$ cat src/rtl/regfile_write_arbiter_if.sv
// Write-back request/ack bundle plus register-file write strobe for regfile_write_arbiter.
// master = requester/register-file side, slave = arbiter side.
interface regfile_write_arbiter_if #(
    parameter int DATA_W = 32,
    parameter int IDX_W  = 5
);
    logic              req0_valid;
    logic [IDX_W-1:0]  req0_index;
    logic [DATA_W-1:0] req0_data;
    logic              req0_ack;
    logic              req1_valid;
    logic [IDX_W-1:0]  req1_index;
    logic [DATA_W-1:0] req1_data;
    logic              req1_ack;
    logic              rf_we;
    logic [IDX_W-1:0]  rf_index;
    logic [DATA_W-1:0] rf_data;
    logic              busy;

    modport master (
        output req0_valid, req0_index, req0_data,
        output req1_valid, req1_index, req1_data,
        input  req0_ack, req1_ack, rf_we, rf_index, rf_data, busy
    );

    modport slave (
        input  req0_valid, req0_index, req0_data,
        input  req1_valid, req1_index, req1_data,
        output req0_ack, req1_ack, rf_we, rf_index, rf_data, busy
    );
endinterface

$ cat src/rtl/regfile_write_arbiter.sv
// Purpose: arbitrates two write-back requesters onto one regfile write port; REGFILE_ARB_ROUND_ROBIN_EN selects round-robin ties (else req0 wins).
// Latency: valid sampled at edge n -> rf_we/ack high in cycle n+1; grants at most every 3 cycles.
// Backpressure: requester holds valid until ack; arbiter stays in RELEASE until the winner drops valid.
module regfile_write_arbiter #(
    parameter int DATA_W = 32,
    parameter int IDX_W  = 5
) (
    input logic                    clk,
    input logic                    reset,
    regfile_write_arbiter_if.slave bus
);
    typedef enum logic [1:0] {IDLE, WRITE, RELEASE} state_t;

    typedef struct packed {
        logic [IDX_W-1:0]  index;
        logic [DATA_W-1:0] data;
    } wr_t;

    state_t state_q, state_d;
    logic   winner_q, winner_d;
    wr_t    wr_q, wr_d;
    logic   we_q, we_d;
    logic   ack0_q, ack0_d;
    logic   ack1_q, ack1_d;
    logic   busy_q, busy_d;
    logic   tie_pick;
    logic   pick;
    wr_t    req0_wr, req1_wr, sel_wr;

`ifdef REGFILE_ARB_ROUND_ROBIN_EN
    logic rr_last_q, rr_last_d;
    assign tie_pick = ~rr_last_q;
`else
    assign tie_pick = 1'b0;
`endif

    assign req0_wr = {bus.req0_index, bus.req0_data};
    assign req1_wr = {bus.req1_index, bus.req1_data};

    always_comb begin
        pick = 1'b0;
        if (bus.req0_valid && bus.req1_valid) begin
            pick = tie_pick;
        end else if (bus.req1_valid) begin
            pick = 1'b1;
        end
    end

    assign sel_wr = pick ? req1_wr : req0_wr;

    always_comb begin
        state_d  = state_q;
        winner_d = winner_q;
        wr_d     = wr_q;
        we_d     = 1'b0;
        ack0_d   = 1'b0;
        ack1_d   = 1'b0;
`ifdef REGFILE_ARB_ROUND_ROBIN_EN
        rr_last_d = rr_last_q;
`endif
        case (state_q)
            IDLE: begin
                if (bus.req0_valid || bus.req1_valid) begin
                    winner_d = pick;
                    wr_d     = sel_wr;
                    // $zero is never written, but the requester still gets its ack
                    we_d     = (sel_wr.index != '0);
                    ack0_d   = ~pick;
                    ack1_d   = pick;
                    state_d  = WRITE;
`ifdef REGFILE_ARB_ROUND_ROBIN_EN
                    if (bus.req0_valid && bus.req1_valid) begin
                        rr_last_d = pick;
                    end
`endif
                end
            end
            WRITE: begin
                state_d = RELEASE;
            end
            RELEASE: begin
                if (!(winner_q ? bus.req1_valid : bus.req0_valid)) begin
                    state_d = IDLE;
                end
            end
            default: begin
                state_d = IDLE;
            end
        endcase
        busy_d = (state_d != IDLE);
    end

    always_ff @(posedge clk) begin
        if (!reset) begin
            state_q  <= IDLE;
            winner_q <= 1'b0;
            wr_q     <= '0;
            we_q     <= 1'b0;
            ack0_q   <= 1'b0;
            ack1_q   <= 1'b0;
            busy_q   <= 1'b0;
`ifdef REGFILE_ARB_ROUND_ROBIN_EN
            rr_last_q <= 1'b1;
`endif
        end else begin
            state_q  <= state_d;
            winner_q <= winner_d;
            wr_q     <= wr_d;
            we_q     <= we_d;
            ack0_q   <= ack0_d;
            ack1_q   <= ack1_d;
            busy_q   <= busy_d;
`ifdef REGFILE_ARB_ROUND_ROBIN_EN
            rr_last_q <= rr_last_d;
`endif
        end
    end

    assign bus.rf_we    = we_q;
    assign bus.rf_index = wr_q.index;
    assign bus.rf_data  = wr_q.data;
    assign bus.req0_ack = ack0_q;
    assign bus.req1_ack = ack1_q;
    assign bus.busy     = busy_q;
endmodule

$ cat src/flat_wrapper.sv
// flat-port wrapper written by rule: the top's interface ports become plain ports
module regfile_write_arbiter_flat 
#(
    parameter int DATA_W = 32,
    parameter int IDX_W  = 5
)
  (clk, reset, bus_req0_valid, bus_req0_index, bus_req0_data, bus_req1_valid, bus_req1_index, bus_req1_data, bus_req0_ack, bus_req1_ack, bus_rf_we, bus_rf_index, bus_rf_data, bus_busy);
  regfile_write_arbiter_if #(.DATA_W(DATA_W), .IDX_W(IDX_W)) bus_i ();
  input logic clk;
  input logic reset;
  input wire logic [$bits(bus_i.req0_valid)-1:0] bus_req0_valid;
  input wire logic [$bits(bus_i.req0_index)-1:0] bus_req0_index;
  input wire logic [$bits(bus_i.req0_data)-1:0] bus_req0_data;
  input wire logic [$bits(bus_i.req1_valid)-1:0] bus_req1_valid;
  input wire logic [$bits(bus_i.req1_index)-1:0] bus_req1_index;
  input wire logic [$bits(bus_i.req1_data)-1:0] bus_req1_data;
  output wire logic [$bits(bus_i.req0_ack)-1:0] bus_req0_ack;
  output wire logic [$bits(bus_i.req1_ack)-1:0] bus_req1_ack;
  output wire logic [$bits(bus_i.rf_we)-1:0] bus_rf_we;
  output wire logic [$bits(bus_i.rf_index)-1:0] bus_rf_index;
  output wire logic [$bits(bus_i.rf_data)-1:0] bus_rf_data;
  output wire logic [$bits(bus_i.busy)-1:0] bus_busy;
  assign bus_i.req0_valid = bus_req0_valid;
  assign bus_i.req0_index = bus_req0_index;
  assign bus_i.req0_data = bus_req0_data;
  assign bus_i.req1_valid = bus_req1_valid;
  assign bus_i.req1_index = bus_req1_index;
  assign bus_i.req1_data = bus_req1_data;
  assign bus_req0_ack = bus_i.req0_ack;
  assign bus_req1_ack = bus_i.req1_ack;
  assign bus_rf_we = bus_i.rf_we;
  assign bus_rf_index = bus_i.rf_index;
  assign bus_rf_data = bus_i.rf_data;
  assign bus_busy = bus_i.busy;
  regfile_write_arbiter #(.DATA_W(DATA_W), .IDX_W(IDX_W)) u_core (.clk(clk), .reset(reset), .bus(bus_i));
endmodule
$ cat config.mk
export PLATFORM = sky130hd
export DESIGN_NAME = regfile_write_arbiter_flat
export DESIGN_NICKNAME = d
export VERILOG_FILES = /design/src/rtl/regfile_write_arbiter_if.sv /design/src/rtl/regfile_write_arbiter.sv /design/src/flat_wrapper.sv
export SDC_FILE = /design/constraint.sdc
export NUM_CORES = 1
export LEC_CHECK = 0
export CORE_MARGIN = 4
export CORE_UTILIZATION = 34
export DETAILED_ROUTE_END_ITERATION = 8
export GPL_TIMING_DRIVEN = 0
export MAX_ROUTING_LAYER = met4
export PLACE_DENSITY = 0.87
export SLEW_MARGIN = 15
export SYNTH_ARGS = -nofsm -noshare
export SYNTH_HDL_FRONTEND = slang
export SYNTH_SLANG_ARGS = --single-unit
$ cat constraint.sdc
create_clock -name clk -period 1.4 [get_ports clk]
set_clock_uncertainty 0.1 [all_clocks]
set_input_delay 0.42 -clock clk [delete_from_list [all_inputs] [get_ports clk]]
set_output_delay 0.42 -clock clk [all_outputs]
set_load 0.02 [all_outputs]
## Word level (Yosys, flattened, before mapping)

Index checks and enable logic that the tools add are counted.

| operators by class | value |
|---|---|
| add/sub/neg operators | 0 |
| $mul | 0 |
| div/mod/pow operators | 0 |
| magnitude comparators | 0 |
| equality and inequality tests | 2 |
| shift operators | 0 |
| multiplexer cells | 7 |
| bitwise gates (word level) | 1 |
| reduce and logical (&&, ||, !) cells | 7 |

Operators with widths:

| kind | number |
|---|---|
| $mux 37 | 1 |
| $pmux 2 s3 | 1 |
| $reduce_bool 5->1 | 1 |
| $mux 2 | 2 |
| $mux 1 | 3 |
| $reduce_and 3->1 | 1 |
| $eq 2x1->1 const B | 1 |
| $eq 2x2->1 const B | 1 |
| $logic_not 2->1 | 1 |
| $reduce_and 2->1 | 1 |
| $reduce_bool 2->1 | 1 |
| $logic_and 1x1->1 | 1 |
| $logic_or 1x1->1 | 1 |
| $not 1->1 | 1 |

| storage, ports and cells | value |
|---|---|
| flip-flop bits (word level) | 44 |
| bits in latches | 0 |
| memory bits (writable) | 0 |
| bits in read-only memories | 0 |
| input bits | 78 |
| output and inout bits | 41 |
| logic and storage cells | 25 |
| memories kept | 0 |

## Longest topological paths before layout

Gate-level depths: netlist of run 1.

| depth | value |
|---|---|
| depth in word-level cells | 4 |
| depth in mapped cells | 6 |

## Least setup slack after synthesis of run 1

No wires, ideal clock.

| timing | value |
|---|---|
| kind | input-to-reg |
| start point | in bus_req0_valid |
| end point | reg u_core.wr_q (netlist bit u_core.bus.rf_data[10]) |
| library setup time | 89 ps |
| arrival | 1336 ps |
| slack | -124 ps |
| stages | 6 |
| path through | or2_1 -> buf_6 -> and2_4 -> buf_6 -> buf_6 -> a311oi_2 |

| on the way | value |
|---|---|
| word-level cells in the longest chain between the ends | 3 |
| elaborated cells between the ends (all ways) | 5 |
| classes of those cells | mux: 2; reduce/logical: 3 |

RTL lines:

| what | RTL line | text |
|---|---|---|
| start, declared | flat_wrapper.sv:11 | `input wire logic [$bits(bus_i.req0_valid)-1:0] bus_req0_valid;` |
| $logic_and 1x1->1 | regfile_write_arbiter.sv:42 | `if (bus.req0_valid && bus.req1_valid) begin` |
| $mux 1 | regfile_write_arbiter.sv:42 |  |
| $mux 37 | regfile_write_arbiter.sv:49 | `assign sel_wr = pick ? req1_wr : req0_wr;` |
| end signal, assigned | regfile_write_arbiter.sv:108 | `wr_q <= wr_d;` |
| end, declared | regfile_write_arbiter.sv:21 | `wr_t wr_q, wr_d;` |

Several ways; a longest one is shown, not always the timed one.
A chain may end at the register's enable or synchronous reset.

## Final worst setup path of run 1

| timing | value |
|---|---|
| start point | reg u_core.winner_q |
| end point | reg u_core.state_q[1] |

| on the way | value |
|---|---|
| word-level cells in the longest chain between the ends | 3 |

RTL lines:

| what | RTL line | text |
|---|---|---|
| start, declared | regfile_write_arbiter.sv:20 | `logic winner_q, winner_d;` |
| start signal, assigned | regfile_write_arbiter.sv:107 | `winner_q <= winner_d;` |
| $mux 1 | regfile_write_arbiter.sv:82 | `if (!(winner_q ? bus.req1_valid : bus.req0_valid)) begin` |
| $mux 2 | regfile_write_arbiter.sv:82 |  |
| $pmux 2 s3 | regfile_write_arbiter.sv:61 | `case (state_q)` |
| end signal, assigned | regfile_write_arbiter.sv:106 | `state_q <= state_d;` |
| end, declared | regfile_write_arbiter.sv:19 | `state_t state_q, state_d;` |

Every way passes these cells.

==> metrics.cfg, run 1 <==
[hold_path]
hold_path_class=in2reg

[critical_path]
crit_arrival_ns=1.52
worstPathRequired_ns=1.53
end_kind=flop
path_cells=nor2b_1 > or4b_2 > a21oi_2
cp_max_fo=4
cp_slowest_stage_delay_ns=0.64
cp_slowest_cell=or4b_2
path_class=reg2reg
startpoint_type=flop

[cells_and_area]
n_antenna_cell=0
drive_gt1_share_pct=26.8
syn_to_final_growth_pct=59.4
num-fill-cells=570
finish.instance_area_mm2=0.00329
nNetsFinal=442
layout_commonest_cell=nand2_1
most-common-layout-cells=nand2_1 (86), clkdlybuf4s50_1 (70), buf_2 (47), dfxtp_1 (41), a21oi_1 (27)

[job]
cap_viol_max_count=0

[clock_tree]
cts.sinks=44
cts.clk_slew.worst_paths_ns=0.09
tritoncts=built
cts-buffers-inserted=5
htree_levels=2
ctsHoldBuffers=0
clk_path_buf_depth=2
post_cts_buffers=0
clock_latency_ns=0.29
cts_root_buf=clkbuf_8

[drt]
drcViolationCount=0
post_drt_wl_per_cell_um=15.1
wl_mm=6.66
drt_iter0_markers=60
drt_pass1_iterations=4
routed_via_density=5.04
ant_nets=0
num_vias=2219

[floorplanning]
initial_core_util_pct=35.0
die_h_um=85.9
io-pin-count=119
std_cell_rows=28
die_x_um=85.9
dieArea_mm2=0.00737
coreArea_mm2=0.00589

[logic_synthesis]
synth_nets=320
synth-seq-cells=44
synth.distinct_cells=27
synth.area.top_cells=dfxtp_1 (43%), nand2_1 (16%), a311oi_2 (13%)
ys_seq_area_share_pct=42.7
avgSynthCellArea_um2=8.52
synthCells=242
yosysTopAreaCell=dfxtp_1
yosysTopAreaCellShare_pct=42.7
syn-cell-area_mm2=0.00206
ys_warn_count=0

[sta]
post-route-min-period_ns=1.39
post-route-period-util_pct=99.4
max_freq_ghz=0.718
setup_violations=0
slew_violations=0
max-slew-margin-rel_pct=70.2
worst_slew_pin_slew_ns=0.447
grt_setup_unrepaired=yes
hold_viol_final=0

[grt]
use_met3_pct=4.61
grtUsageMet1_pct=20.5
grt_max_degree=15
grt_use_total_pct=18.0
grt_first_pass_wirelength_mm=10.2
gr-usage-met2_pct=30.7
antenna_found_initial=0
gr-total-overflow=0
first_global_vias=2124
busiest_layer=met2

[placement]
placed_area_mm2=0.00333
port_buffers=117
place.gp.congestion=0.726
hpwlAfterDp_mm=4.99

[power_and_ir_drop]
finalPower_mw=3.63
power.density_mw_per_mm2=1100
p_leak_nw=1.38
ir_drop_mv=0.477

[outcome]
status=completed

## where the power goes
| group | leakage, nW | internal, mW | switching (mW) | total [mW] |
|---|---|---|---|---|
| logic | 0.958 | 0.533 | 0.627 | 1.16 |
| registers | 0.367 | 1.41 | 0.0813 | 1.50 |
| clock network | 0.0541 | 0.528 | 0.444 | 0.972 |
| total | 1.38 | 2.48 | 1.15 | 3.63 |
## what timing repair did
| item | CTS | global route |
|---|---|---|
| endpoints found under the setup margin | 84 | 31 |
| pin swaps | 4 | 1 |
| resized for setup | 195 | 13 |
## final timing paths
check	depth (start not counted)	to	slack, ns	from
min reg2reg	2	u_core.bus.rf_data[20]$_SDFFE_PN0P_	0.35	u_core.bus.rf_data[20]$_SDFFE_PN0P_
min	2	u_core.winner_q$_SDFFE_PN0P_	0.22	bus_req0_valid
max	3	u_core.state_q[1]$_SDFF_PN0_	0.008	u_core.winner_q$_SDFFE_PN0P_
max reg2reg	3	u_core.state_q[1]$_SDFF_PN0_	0.008	u_core.winner_q$_SDFFE_PN0P_
## worst max-delay path: cells and delay by family, from the launching register on
family / cells / cell delay, ns
AND/OR/NAND/NOR: 2 / 0.77
flip-flops: 1 / 0.34
AO/OA/AOI/OAI: 1 / 0.13
## kinds of logic (layout without fill, tap and decap cells)
logic type / count (synthesis) / after routing / synth area share, %
AOI/OAI and AO/OA: 69 / 69 / 29.4
buffers and inverters: 26 / 149 / 7.16
DFF: 44 / 44 / 42.7
and+or+nand+nor: 103 / 103 / 20.6
## cells in the mapped netlist (all sizes together)
cell type	instances
and2b	1
clkinv	1
or2	1
buf	14
clkbuf	9
nor2	3
or4	1
and2	1
and3	2
o21ai	1
or4b	1
a211oi	2
a32oi	12
nor3	3
dfxtp	44
a21oi	28
nor2b	1
o211a	1
nand2b	2
nand2	86
a311oi	25
inv	2
nand3	1
## through the flow
| step | setup TNS (ns) | hold WS, ns | instances | utilization, % | worst slack, ns |
|---|---|---|---|---|---|
| 6_report | 0 | 0.222 | 440 | 55.8 | 0.00791 |
| 3_3_place_gp | -32.17 | 0.333 | 434 | 56.6 | -0.823 |
| 5_1_grt | -0.167 | 0.216 | 440 | 55.8 | -0.0333 |
| 4_1_cts | -0.0161 | 0.220 | 441 | 56.0 | -0.0161 |
| 3_5_place_dp | -33.90 | 0.342 | 434 | 56.6 | -0.908 |
| 2_1_floorplan | -3.08 | 0.380 | 242 | - | -0.122 |
## cell type report
cell class	count	area (um^2)	share of cell area [%]
inverters	3	11.3	0.343
clock buffers	5	68.8	2.09
flip-flops and latches	44	885	26.9
plain buffers	21	154	4.68
repair buffers	117	967	29.4
multi-input cells	172	1060	32.4
clock inverters	3	42.5	1.29
well taps	75	93.8	2.86
## registers in the layout (all words and copies together) (netlist names)
name	cells
u_core.bus.busy	1
u_core.bus.req0_ack	1
u_core.bus.req1_ack	1
u_core.bus.rf_data	32
u_core.bus.rf_index	5
u_core.bus.rf_we	1
u_core.state_q	2
u_core.winner_q	1
## routing by layer
| layer | vias up | wire [um] | part of all wire (%) |
|---|---|---|---|
| met5 | - | 0 | 0 |
| met4 | 0 | 85 | 1.3 |
| met3 | 7 | 510 | 7.7 |
| met2 | 74 | 3300 | 50 |
| li1 | 1103 | - | - |
| met1 | 1035 | 2760 | 41 |
Power figures use the tool's default switching activity.
==> inputs of run 2 (changes only) <==
--- a/config.mk
+++ b/config.mk
@@ -5,6 +5,7 @@
 export SDC_FILE = /design/constraint.sdc
 export NUM_CORES = 1
 export LEC_CHECK = 0
+export CORE_ASPECT_RATIO = 1.5
 export CORE_MARGIN = 4
 export CORE_UTILIZATION = 34
 export DETAILED_ROUTE_END_ITERATION = 8
==> run 2 against run 1 <==
Sequential power barely moved. Combinational power rose by 6%. Die area rose by 0.35%. Clock power rose by 39%. Sequential cell count did not move. Final cell count rose by 0.91%. Wire length rose by 9.1%. Critical path depth fell by 2. Worst setup slack improved by 0.042 ns. Fmax rose by 3.1%. First-iteration DRC count rose by 100%. Non-clock buffer count rose by 7.
==> metrics.cfg, run 2 (synthesis results as in run 1) <==
[hold_path]
hold-path-endpoint=u_core.winner_q$_SDFFE_PN0P_
holdPathStages=2  ; unchanged
min_from=bus_req0_valid
hold_path_class=in2reg

[critical_path]
r2r_slack_ns=0.09  ; +0.08 ns
r2r_start=u_core.state_q[1]$_SDFF_PN0_
cp_slowest_cell=dfxtp_1
end_kind=output pin
worstPathRequired_ns=0.88  ; -0.65 ns
path_buf_inv=1  ; +1
cp_max_fo=2  ; -2
timing.rr.end=u_core.bus.rf_index[0]$_SDFFE_PN0P_
r2r_cells=4  ; +1
cp_top_family=flip-flops
path_class=reg2out
path_cells=buf_2
crit_arrival_ns=0.83  ; -0.69 ns
startpoint_type=flop
cp_slowest_stage_delay_ns=0.36  ; -0.28 ns

[cells_and_area]
layout.cells.non_filler=444  ; +0.91%
n_antenna_cell=0  ; unchanged
nNetsFinal=449  ; +1.6%
syn_to_final_growth_pct=65.3
drive_gt1_share_pct=28.8  ; +1.9 points
largest_reg_flops=32  ; unchanged
layout_commonest_cell=nand2_1
final_core_util_pct=58.4  ; +2.6 points
regArea_um2=883  ; -0.14%
num-fill-cells=548  ; -3.9%
most-common-layout-cells=nand2_1 (86), clkdlybuf4s50_1 (70), buf_2 (46), dfxtp_1 (42), a21oi_1 (27)
multi_input_area_mm2=0.00107  ; +0.59%

[grt]
gr-total-overflow=0  ; unchanged
grt_max_degree=15  ; unchanged
first_global_vias=2320  ; +9.2%
antenna_found_initial=0  ; unchanged
grt_use_total_pct=19.2  ; +1.2 points
grt_first_pass_wirelength_mm=10.9  ; +7.6%

[drt]
drcViolationCount=0  ; unchanged
drt_iter0_markers=122  ; +100%
num_vias=2338  ; +5.4%
routed_via_density=5.27  ; +4.4%
wl_mm=7.27  ; +9.1%
drt_pass1_iterations=4  ; unchanged
post_drt_wl_per_cell_um=16.4  ; +8.1%
ant_nets=0  ; unchanged

[clock_tree]
cts_root_buf=clkbuf_8
cts.sinks=44  ; unchanged
htree_levels=2  ; unchanged
cts-buffers-inserted=5  ; unchanged
cts.clk_slew.worst_paths_ns=0.09  ; about the same
clk_path_buf_depth=2  ; unchanged
tritoncts=built
clock_latency_ns=0.30  ; about the same

[placement]
place.gp.congestion=0.826  ; +14%
hpwlAfterDp_mm=5.38  ; +7.8%
dp_slack_ns=-0.917  ; -0.00888 ns
port_buffers=117  ; unchanged
dpl.cell_count=431  ; -0.69%

[floorplanning]
die_x_um=71.6  ; -17%
dieArea_mm2=0.00740  ; +0.35%
io-pin-count=119  ; unchanged
die_h_um=103  ; +20%
std_cell_rows=34  ; +21%
initial_core_util_pct=35.4  ; +0.35 points
coreArea_mm2=0.00583  ; -0.98%

[sta]
setup_violations=0  ; unchanged
post-route-period-util_pct=96.4  ; -3.0 points
max-slew-margin-rel_pct=69.1  ; -1.1 points
fin_ws_ns=0.0502  ; +0.0422 ns
hold_viol_final=0  ; unchanged
max_freq_ghz=0.741  ; +3.1%
slew_violations=0  ; unchanged
worst_slew_pin_slew_ns=0.464  ; +0.0168 ns
post-route-min-period_ns=1.35  ; -0.0422 ns

[outcome]
status=completed

[power_and_ir_drop]
finalPower_mw=4.08  ; +12%
power.density_mw_per_mm2=1200  ; +8.5%
p_leak_nw=1.45  ; +5.2%
ir_drop_mv=0.583  ; +22%

[job]
cap_viol_max_count=0  ; unchanged

[run 2: final cells by class]
type	count	area share, %
Multi-Input combinational cell	172	31.4
Timing Repair Buffer	124	30.0
Sequential cell	44	25.9
Buffer	21	4.92
Clock inverter	3	2.65
Tap cell	72	2.65
Clock buffer	5	2.02
Inverter	3	0.441
[run 2: repair_timing]
| item | CTS | global route |
|---|---|---|
| hold buffers | 0 | 0 |
| buffers inserted | 3 | 3 |
| endpoints found under the setup margin | 84 | 31 |
| endpoints found under the hold margin | 0 | 0 |
| gates cloned | 0 | 1 |
| pin swaps | 4 | 5 |
| resized for setup | 197 | 12 |
[run 2: worst max-delay path by stage]
stage | endpoint | slack, ns | depth (start not counted) | startpoint
5_1_grt | u_core.bus.rf_data[27]$_SDFFE_PN0P_ | -0.003 | 6 | bus_req0_valid
3_5_place_dp | u_core.bus.rf_data[6]$_SDFFE_PN0P_ | -0.92 | 6 | bus_req0_valid
2_1_floorplan | u_core.bus.rf_data[12]$_SDFFE_PN0P_ | -0.12 | 6 | bus_req0_valid
4_1_cts | bus_busy | 0.0009 | 1 | u_core.bus.busy$_SDFF_PN0_
3_3_place_gp | u_core.bus.rf_data[5]$_SDFFE_PN0P_ | -0.87 | 6 | bus_req0_valid
6_report | bus_rf_index[3] | 0.05 | 1 | u_core.bus.rf_index[3]$_SDFFE_PN0P_
[run 2: report_power, final]
group / switching (mW) / internal, mW / leakage [nW] / total (mW)
Sequential: 0.0845 / 1.41 / 0.366 / 1.50
Clock: 0.457 / 0.893 / 0.0784 / 1.35
Combinational: 0.646 / 0.586 / 1.01 / 1.23
[run 2: routing by layer]
metal	vias to the layer above	GRT usage, %	share of wire (%)
li1	1118	-	-
met1	1125	20.1	37
met2	78	35.8	56
met3	17	2.13	4.1
met4	0	8.83	2.9
met5	-	-	0
[run 2: through the flow]
stage	TNS [ns]	instance area (um^2)	hold WS (ns)
2_1_floorplan	-3.08	2070	0.380
3_3_place_gp	-32.87	3330	0.331
3_5_place_dp	-33.75	3330	0.344
4_1_cts	0	3360	0.255
5_1_grt	-0.00315	3410	0.285
6_report	0	3410	0.280
==> inputs of run 3 (changes only) <==
--- a/config.mk
+++ b/config.mk
@@ -12,6 +12,7 @@
 export GPL_TIMING_DRIVEN = 0
 export MAX_ROUTING_LAYER = met4
 export PLACE_DENSITY = 0.87
+export SKIP_CTS_REPAIR_TIMING = 1
 export SLEW_MARGIN = 15
 export SYNTH_ARGS = -nofsm -noshare
 export SYNTH_HDL_FRONTEND = slang
==> run 3 against run 2 <==
Via count fell by 0.64%. Critical endpoint is now u_core.bus.rf_data[17]$_SDFFE_PN0P_. Combinational power barely moved. Clock power barely moved. Sequential cell count did not move. Utilization rose by 1.2 points. Wire length rose by 1.1%. Design area rose by 2.0%. Critical path depth rose by 4. Final cell count rose by 0.45%. Critical path type is now reg2reg.
==> metrics.cfg, run 3 (synthesis results as in run 1) <==
[outcome]
status=completed

[cells_and_area]
layout.cells.non_filler=446  ; +0.45%
layout_commonest_cell=nand2_1
most-common-layout-cells=nand2_1 (86), clkdlybuf4s50_1 (70), clkbuf_2 (42), dfxtp_1 (41), a21oi_1 (27)
syn_to_final_growth_pct=68.5
finish.instance_area_mm2=0.00347  ; +2.0%
num-fill-cells=539  ; -1.6%
largest_reg_flops=32  ; unchanged
drive_gt1_share_pct=28.3  ; -0.42 points
multi_input_area_mm2=0.00107  ; +0.47%
n_antenna_cell=0  ; unchanged
regArea_um2=885  ; +0.14%
nNetsFinal=451  ; +0.45%

[sta]
slew_violations=0  ; unchanged
post-route-min-period_ns=1.38  ; +0.0314 ns
max_freq_ghz=0.724  ; -2.3%
post-route-period-util_pct=98.7  ; +2.2 points
hold_viol_final=0  ; unchanged
max-slew-margin-rel_pct=69.2  ; +0.081 points
setup_violations=0  ; unchanged
worst_slew_pin_slew_ns=0.463  ; -0.00122 ns
whs_ns=0.272  ; -0.00811 ns
grt_setup_unrepaired=yes
fin_ws_ns=0.0187  ; -0.0314 ns

[clock_tree]
tritoncts=built
cts-buffers-inserted=5  ; unchanged
clock_latency_ns=0.30  ; about the same
cts.clk_slew.worst_paths_ns=0.09  ; about the same
htree_levels=2  ; unchanged
cts.sinks=44  ; unchanged
clk_path_buf_depth=2  ; unchanged
cts_root_buf=clkbuf_8

[grt]
grt_first_pass_wirelength_mm=10.9  ; -0.44%
antenna_found_initial=0  ; unchanged
gr-total-overflow=0  ; unchanged
grt_max_degree=15  ; unchanged
grt_use_total_pct=19.2  ; -0.021 points
first_global_vias=2322  ; +0.086%

[critical_path]
path_class=reg2reg
r2r_start=u_core.state_q[0]$_SDFF_PN0_
cp_slowest_stage_delay_ns=0.36  ; about the same
cp_slowest_cell=dfxtp_2
worstPathRequired_ns=1.47  ; +0.59 ns
cp_max_fo=10  ; +8
startpoint_type=flop
crit_start=u_core.state_q[0]$_SDFF_PN0_
path_cells=nor2_4 > buf_4 > and2_4 > buf_8 > a311oi_2
crit_arrival_ns=1.45  ; +0.62 ns
end_kind=flop

[floorplanning]
die_x_um=71.6  ; unchanged
io-pin-count=119  ; unchanged
coreArea_mm2=0.00583  ; unchanged
die_h_um=103  ; unchanged
dieArea_mm2=0.00740  ; unchanged
std_cell_rows=34  ; unchanged
initial_core_util_pct=35.4  ; unchanged

[placement]
place.gp.congestion=0.826  ; unchanged
dp_slack_ns=-0.917  ; unchanged
dpl.cell_count=431  ; unchanged
hpwlAfterDp_mm=5.38  ; unchanged
port_buffers=117  ; unchanged
placed_area_mm2=0.00333  ; unchanged

[hold_path]
hold_path_class=in2reg
min_from=bus_req0_valid

[power_and_ir_drop]
p_sw_mw=1.20  ; +0.82%
p_sw_share_pct=29.2  ; +0.090 points
p_leak_nw=1.52  ; +5.0%
p_int_mw=2.90  ; +0.38%
power.density_mw_per_mm2=1180  ; -1.4%
ir_drop_mv=0.867  ; +49%
comb_power_share_pct=30.4  ; +0.2 points
p_seq_share_pct=36.7  ; about the same
clkPwrFrac_pct=32.9  ; -0.2 points

[drt]
routed_via_density=5.21  ; -1.1%
num_vias=2323  ; -0.64%
wl_mm=7.35  ; +1.1%
drt_iter0_markers=139  ; +14%
drt_pass1_iterations=4  ; unchanged
post_drt_wl_per_cell_um=16.5  ; +0.66%
drcViolationCount=0  ; unchanged
ant_nets=0  ; unchanged

[job]
cap_viol_max_count=0  ; unchanged

==> run 3: final timing paths <==
kind / to / slack (ns) / cells after the start
worst max register to register: u_core.bus.rf_data[17]$_SDFFE_PN0P_ / 0.02 / 5
worst min register to register: u_core.bus.rf_data[25]$_SDFFE_PN0P_ / 0.36 / 2
worst max-delay path: u_core.bus.rf_data[17]$_SDFFE_PN0P_ / 0.02 / 5
worst min-delay path: u_core.winner_q$_SDFFE_PN0P_ / 0.27 / 2
==> run 3: power groups by stage <==
stage                     Clock [mW]  Sequential, mW  Combinational [mW]
after CTS                       1.37            1.50                1.30
after global routing            1.41            1.52                1.34
final                           1.35            1.50                1.25
after floorplan                    0            1.70               0.469
after detailed placement           0            1.53                1.30
after global placement             0            1.52                1.28
==> run 3: per-layer routing <==
| metal | track usage [%] | vias up | wire length (um) |
|---|---|---|---|
| li1 | - | 1128 | - |
| met1 | 20.1 | 1109 | 2700 |
| met2 | 35.4 | 72 | 4160 |
| met3 | 2.13 | 14 | 295 |
| met4 | 9.55 | 0 | 191 |
| met5 | - | - | 0 |
==> run 3: area by class of cell <==
| class | instances | share of cell area, % |
|---|---|---|
| Clock buffer | 5 | 1.98 |
| Buffer | 22 | 5.12 |
| Tap cell | 72 | 2.59 |
| Clock inverter | 3 | 2.59 |
| Sequential cell | 44 | 25.5 |
| Multi-Input combinational cell | 173 | 30.9 |
| Timing Repair Buffer | 124 | 30.9 |
| Inverter | 3 | 0.432 |
==> run 3: stage by stage <==
stage / power (mW) / TNS (ns) / util [%]
floorplan: 2.17 / -3.08 / -
global placement: 2.80 / -32.87 / 57.1
detailed placement: 2.82 / -33.75 / 57.1
CTS: 4.17 / -35.01 / 59.8
global route: 4.27 / -0.485 / 59.6
finish: 4.10 / 0 / 59.6
==> run 3: worst max-delay path: cells and delay by family (launching register included) <==
| family | cells | cell delay, ns |
|---|---|---|
| simple gates | 2 | 0.39 |
| flops | 1 | 0.36 |
| buf+inv | 2 | 0.30 |
| compound gates | 1 | 0.10 |
